`src/rtl/tnn_pkg.sv`:
```
// Shared definitions for the ternary-neuron popcount sequencer.
package tnn_pkg;

  localparam int PC_W     = 22;
  localparam int PC_OUT_W = 5;

  localparam logic [1:0] ACT_POS  = 2'b01;
  localparam logic [1:0] ACT_NEG  = 2'b11;
  localparam logic [1:0] ACT_ZERO = 2'b00;

  typedef enum logic [1:0] {IDLE, POS, NEG, DONE} state_t;

  // Number of popcount-wide chunks needed to cover n input bits.
  function automatic int chunks(input int n);
    return (n + PC_W - 1) / PC_W;
  endfunction

endpackage

```
`src/rtl/tnn_chunk_sel.sv`:
```
// Combinational chunk selector: picks chunk idx of (vec & mask), zero-padding
// the bits past the end of the vector in the last chunk.
module tnn_chunk_sel
  import tnn_pkg::*;
#(
  parameter int N_IN  = 66,
  parameter int IDX_W = 2
) (
  input  logic [N_IN-1:0]  vec,
  input  logic [N_IN-1:0]  mask,
  input  logic [IDX_W-1:0] idx,
  output logic [PC_W-1:0]  chunk
);

  localparam int CHUNKS = chunks(N_IN);
  localparam int PAD_W  = CHUNKS * PC_W;

  logic [PAD_W-1:0] vec_pad;
  logic [PAD_W-1:0] mask_pad;

  // Zero-extend to a whole number of chunks, then slice the selected chunk.
  always_comb begin
    vec_pad  = PAD_W'(vec);
    mask_pad = PAD_W'(mask);
    chunk    = '0;
    if (int'(idx) < CHUNKS)
      chunk = vec_pad[int'(idx)*PC_W +: PC_W] & mask_pad[int'(idx)*PC_W +: PC_W];
  end

endmodule

```
`src/rtl/tnn_popcount_sched.sv`:
```
// Ternary neuron sequencer: time-multiplexes an external 22-input popcount over
// the positive then negative weight chunks, accumulates the signed net sum and
// thresholds it to a ternary activation.
module tnn_popcount_sched
  import tnn_pkg::*;
#(
  parameter int N_IN  = 66,
  parameter int TH_W  = 8,
  parameter int ACC_W = $clog2(31 * chunks(N_IN) + 1) + 1
) (
  input  logic                    clk,
  input  logic                    rst_n,
  input  logic                    in_valid,
  output logic                    in_ready,
  input  logic [N_IN-1:0]         in_x,
  input  logic [N_IN-1:0]         in_wpos,
  input  logic [N_IN-1:0]         in_wneg,
  input  logic [TH_W-1:0]         in_th,
  output logic [PC_W-1:0]         pc_a,
  input  logic [PC_OUT_W-1:0]     pc_y,
  output logic                    out_valid,
  input  logic                    out_ready,
  output logic [1:0]              out_act,
  output logic signed [ACC_W-1:0] out_sum
);

  localparam int CHUNKS = chunks(N_IN);
  localparam int IDX_W  = (CHUNKS > 1) ? $clog2(CHUNKS) : 1;
  localparam int CMP_W  = ((ACC_W > TH_W) ? ACC_W : TH_W) + 2;

  state_t                   state, state_next;
  logic [IDX_W-1:0]         idx;
  logic signed [ACC_W-1:0]  acc;
  logic signed [ACC_W-1:0]  pc_ext;
  logic [N_IN-1:0]          x_r, wpos_r, wneg_r;
  logic [TH_W-1:0]          th_r;
  logic [N_IN-1:0]          sel_mask;
  logic [PC_W-1:0]          chunk;
  logic                     last, accept;

  // Threshold compare at a width that holds both the sum and -T without wrap.
  function automatic logic [1:0] ternary(input logic signed [ACC_W-1:0] a,
                                         input logic [TH_W-1:0] t);
    logic signed [CMP_W-1:0] ac;
    logic signed [CMP_W-1:0] tc;
    ac = CMP_W'(a);
    tc = CMP_W'(t);
    if (ac > tc)       return ACT_POS;
    else if (ac < -tc) return ACT_NEG;
    else               return ACT_ZERO;
  endfunction

  assign sel_mask = (state == NEG) ? wneg_r : wpos_r;
  assign last     = (idx == IDX_W'(CHUNKS - 1));
  assign accept   = (state == IDLE) && in_ready && in_valid;
  assign pc_ext   = ACC_W'(pc_y);

  tnn_chunk_sel #(.N_IN(N_IN), .IDX_W(IDX_W)) u_chunk_sel (
    .vec   (x_r),
    .mask  (sel_mask),
    .idx   (idx),
    .chunk (chunk)
  );

  // Popcount operand is held at zero outside the counting passes.
  always_comb begin
    pc_a = '0;
    if (state == POS || state == NEG) pc_a = chunk;
  end

  // Next-state logic.
  always_comb begin
    state_next = state;
    case (state)
      IDLE:    if (accept) state_next = POS;
      POS:     if (last) state_next = NEG;
      NEG:     if (last) state_next = DONE;
      DONE:    if (out_valid && out_ready) state_next = IDLE;
      default: state_next = IDLE;
    endcase
  end

  // State register; in_ready is registered so it stays low while in reset.
  always_ff @(posedge clk or negedge rst_n) begin
    if (!rst_n) begin
      state    <= IDLE;
      in_ready <= 1'b0;
    end else begin
      state    <= state_next;
      in_ready <= (state_next == IDLE);
    end
  end

  // Operand capture, accumulation over both passes and result hold.
  always_ff @(posedge clk or negedge rst_n) begin
    if (!rst_n) begin
      x_r       <= '0;
      wpos_r    <= '0;
      wneg_r    <= '0;
      th_r      <= '0;
      idx       <= '0;
      acc       <= '0;
      out_valid <= 1'b0;
      out_act   <= ACT_ZERO;
      out_sum   <= '0;
    end else begin
      case (state)
        IDLE: begin
          if (accept) begin
            x_r    <= in_x;
            wpos_r <= in_wpos;
            wneg_r <= in_wneg;
            th_r   <= in_th;
            idx    <= '0;
            acc    <= '0;
          end
        end
        POS: begin
          acc <= acc + pc_ext;
          idx <= last ? '0 : idx + IDX_W'(1);
        end
        NEG: begin
          acc <= acc - pc_ext;
          idx <= last ? '0 : idx + IDX_W'(1);
        end
        DONE: begin
          if (!out_valid) begin
            out_sum   <= acc;
            out_act   <= ternary(acc, th_r);
            out_valid <= 1'b1;
          end else if (out_ready) begin
            out_valid <= 1'b0;
          end
        end
        default: ;
      endcase
    end
  end

endmodule

```
`config.mk`:
```
export PLATFORM = sky130hd
export DESIGN_NAME = tnn_popcount_sched
export DESIGN_NICKNAME = d
export VERILOG_FILES = /design/src/rtl/tnn_pkg.sv /design/src/rtl/tnn_chunk_sel.sv /design/src/rtl/tnn_popcount_sched.sv
export SDC_FILE = /design/constraint.sdc
export NUM_CORES = 1
export LEC_CHECK = 0
export BUFFER_PORTS_ARGS = -buffer_cell sky130_fd_sc_hd__buf_2
export CORE_MARGIN = 4
export CORE_UTILIZATION = 34
export CTS_BUF_LIST = sky130_fd_sc_hd__clkbuf_4
export DETAILED_ROUTE_END_ITERATION = 10
export PLACE_DENSITY = 0.64
export SETUP_SLACK_MARGIN = 0.5
export SYNTH_ARGS = -nofsm -noshare
export SYNTH_HDL_FRONTEND = slang
export SYNTH_SLANG_ARGS = --single-unit
```
`constraint.sdc`:
```
create_clock -name clk -period 4.7 [get_ports clk]
set_clock_uncertainty 0.15 [all_clocks]
set_input_delay 0 -clock clk [delete_from_list [all_inputs] [get_ports clk]]
set_output_delay 0 -clock clk [all_outputs]
set_load 0.1 [all_outputs]
```
==> results of run 1 <==
[synth_stat cells (all sizes together) (9+ instances only)]
cell type and count:
o22ai 22, dfrtp 230, mux2 252, xnor2 9
a32o 16, ha 31, inv 24, nor2 17
buf 38, nand2 49, a21oi 11, mux2i 29
[metrics by stage]
step	cells	utilization, %	hold WS [ps]	setup slack, ps	cell area, um2
after floorplan	830	-	-446	1790	11000
after global placement	1444	39.8	-67.2	1530	12600
after detailed placement	1444	39.8	-67.0	1410	12600
[kinds of logic after synthesis]
family,count (synthesis)
buf+inv,67
simple gates,116
fa+ha+maj,32
mux,281
flops,230
xor+xnor,10
compound gates,94
==> results.toml, run 1 <==
[logic_synthesis]
synthesis.area_um2 = 11000
synth_area_leaders = "dfrtp_1 52%, mux2_2 26%, ha_1 3.5%"
synth-async-reset-ratio_pct = 100
yosysSeqAreaShare_pct = 52.3
ys_types = 50
synth_edf_count = 0
yosysTopAreaCell = "dfrtp_1"
synth_compound_area_share_pct = 6.63
synthAdderAreaFrac_pct = 3.70
synth-seq-cells = 230
muxShareOfSynthArea_pct = 28.4
synth_top_family_by_area = "multiplexers"
netlist_instances = 830
syn_area_per_cell_um2 = 13.3
yosys.area_share.simple_pct = 5.13
synthesis.nets = 1077
synthFlopType = "dfrtp_1"
ys_warn_count = 0
yosysTopAreaCellShare_pct = 52.3
synth_xor_area_share_pct = 0.795

[clock_tree]
post_cts_resized = 0
cts.sinks = 230
postCtsHoldBufs = 313
htreeDepth = 3
clock_path_buffers = 3
numCtsBuffers = 68
cts_setup_buffers = 0
clockRootBuffer = "clkbuf_4"

[floorplanning]
die_x_um = 188
start_util_pct = 34.7
fp-row-count = 65
io_pins = 249
die_h_um = 188

[placement]
gp_congestion = 0.817
port_buffers = 248
place_hpwl_mm = 21.2

[run_status]
failing_step = "clock tree synthesis (4_1_cts)"
status = "aborted with a tool error"
tool.error = "[ERROR RSZ-0060] Max buffer count reached."
==> run 2, diff against run 1 <==
Settings changed: CORE_UTILIZATION 34 to 20, CTS_BUF_LIST sky130_fd_sc_hd__clkbuf_4 to default, PLACE_DENSITY 0.64 to default, PLACE_DENSITY_LB_ADDON from default to 0.15, SETUP_SLACK_MARGIN 0.5 to default.
==> results.toml, run 2 <==
[critical_path]
cp_max_fo = 15
critPathKind = "register to output pin"
end_kind = "output pin"
rrSetupSlack_ps = 1780
worstSetupStartpointType = "register"
worstReg2RegStart = "state[0]"
reg2reg_depth = 10
r2r_end = "acc[3]"
required_ps = 4550
worstPathArrival_ps = 3300
endpoint = "pc_a[1]"
worstSetupStartpoint = "state[1]"

[clock_tree]
htreeDepth = 1
cts_tree = "yes"
clockRootBuffer = "clkbuf_16"
cts.sinks = 230
numCtsBuffers = 31
clk_pin_slew_ps = 60
clk_latency_ps = 580
clock_path_buffers = 3

[floorplanning]
start_util_pct = 20.3
core_um2 = 54100
fp-row-count = 85
dieArea_um2 = 58900
die_h_um = 243
io_pins = 249
die_x_um = 243

[placement]
place_hpwl_mm = 26.4
gp_congestion = 0.718
port_buffers = 248

[logic_synthesis]
synth_area_leaders = "dfrtp_1 52%, mux2_2 26%, ha_1 3.5%"
ys_warn_count = 0
yosys.cell_count.top_type = "mux2_2"
synth-seq-cells = 230
syn_area_per_cell_um2 = 13.3
synthFlopType = "dfrtp_1"
ys_top_cells_by_count = "252 x mux2_2, 230 x dfrtp_1, 49 x nand2_1, 31 x ha_1, 29 x mux2i_1"
yosysSeqAreaShare_pct = 52.3
synth-async-reset-ratio_pct = 100
ys_types = 50
yosysTopAreaCell = "dfrtp_1"
yosysTopAreaCellShare_pct = 52.3
synthesis.area_um2 = 11000
synthesis.nets = 1077
netlist_instances = 830
synth_edf_count = 0

[timing]
fin_crit_ps = 3450
slew_violations = 0
max_freq_mhz = 290
timing.final.crit_share_pct = 73.5
slew_headroom_pct = 32.3
rsz0062_at_grt = "no"
setup_viol = 0
setup_tns_ps = 0
finalHoldViolCount = 0
tightest_slew_ps = 1010

[drt]
drt-total-wl_mm = 38.5
met3RoutedLength_mm = 2.01
wl_per_cell_um = 18.3
via_count = 8619
via_per_inst = 4.09
drtIter0Drc = 255
wl_met1_mm = 16.3
dr.max_layer_used = "met5"
antenna_left = 0
drc = 0
wl_met2_mm = 19.1
dr.pass1.iters = 4

[global_routing]
grt_pass1_wl_mm = 59.2
grt_pass1_vias = 9677
grt_overflow = 0
gr-usage-all-layers_pct = 12.9
antenna_found_initial = 7
grt_start_max_net_pins = 97

[job]
maxCapViolCount = 0

[final_layout]
reg_top3 = "wneg_r (66), wpos_r (66), x_r (66)"
layout_commonest_cell = "dlygate4sd3_1"
drive_above_1_share_pct = 40.8
mostFrequentLayoutCells = "299 x dlygate4sd3_1, 252 x mux2_2, 247 x buf_2"
syn_to_final_growth_pct = 55.1
final_core_util_pct = 31.6
finalNetCount = 1627
fill_cells = 5475

[min_path]
hp-class = "primary input to register"

[power]
power.density_nw_per_um2 = 637
power_leakage_nw = 7.48
ir_drop_mv = 0.309

[run_status]
status = "complete, no violations"
run 2: through the flow:
step                      power, W  instance area [um2]  setup slack (ps)  hold WS (ps)  std cells
after floorplan            0.00716                11000              1790          -446        830
after global placement     0.00837                13000              1830         -9.56       1743
after detailed placement   0.00842                13000              1820         -11.1       1743
after CTS                   0.0111                17100              1150          1.59       2100
after global routing        0.0116                17100              1040          9.84       2103
final                       0.0109                17100              1250          38.4       2106
run 2: layout make-up:
| cell class | instances | area, um2 | share of cell area, % |
|---|---|---|---|
| antenna | 6 | 15.0 | 0.0879 |
| clock buffer | 48 | 910 | 5.32 |
| clock inverter | 9 | 110 | 0.645 |
| inverter | 24 | 90.1 | 0.527 |
| multi-input combinational | 533 | 4940 | 28.9 |
| sequential | 230 | 5760 | 33.7 |
| tap | 696 | 871 | 5.10 |
| timing repair buffer | 560 | 4390 | 25.7 |
run 2: power breakdown:
group / internal, W / switching, W / total, W
logic: 0.00209 / 0.00279 / 0.00488
clock network: 0.00143 / 0.000955 / 0.00239
registers: 0.00300 / 0.000606 / 0.00360
run 2: per-layer routing:
metal | vias up | track usage (%)
li1 | 4134 | -
met4 | 4 | 3.26
met2 | 183 | 23.0
met1 | 4232 | 15.6
met3 | 66 | 3.29
met5 | - | 0
run 2: how the worst min path moves through the flow:
stage                start          to  depth (start not counted)
4_1_cts        in_wpos[23]  wpos_r[23]                          3
3_5_place_dp         rst_n  wneg_r[14]                          1
3_3_place_gp         rst_n  wneg_r[14]                          1
5_1_grt        in_wpos[37]  wpos_r[37]                          3
2_1_floorplan        rst_n      acc[0]                          0
6_report       in_wpos[35]  wpos_r[35]                          3
run 2: worst max-delay path, stage by stage (launching register included):
cell and delay [ps]:
dfrtp_1 430, inv_1 90, ha_1 530, inv_1 370
nor2_2 200, buf_4 300, a32o_1 320, buf_2 470
run 2: kinds of logic (layout without fill, tap and decap cells):
family / count (synthesis) / count (layout) / share of synthesized area, %
and+or+nand+nor: 116 / 116 / 5.13
adders and majority gates: 32 / 32 / 3.70
buffers and inverters: 67 / 641 / 3.08
DFF: 230 / 230 / 52.3
AOI/OAI and AO/OA: 94 / 94 / 6.63
muxes: 281 / 281 / 28.4
other: 0 / 6 / 0
xor gates and xnor gates: 10 / 10 / 0.795
run 2: timing repair:
item                      in CTS  in global routing
hold endpoints to repair     333                  0
hold buffers                 300                  0
resized for setup              0                  0
buffers inserted               0                  0
No activity file was read; power rests on OpenSTA's default activity.
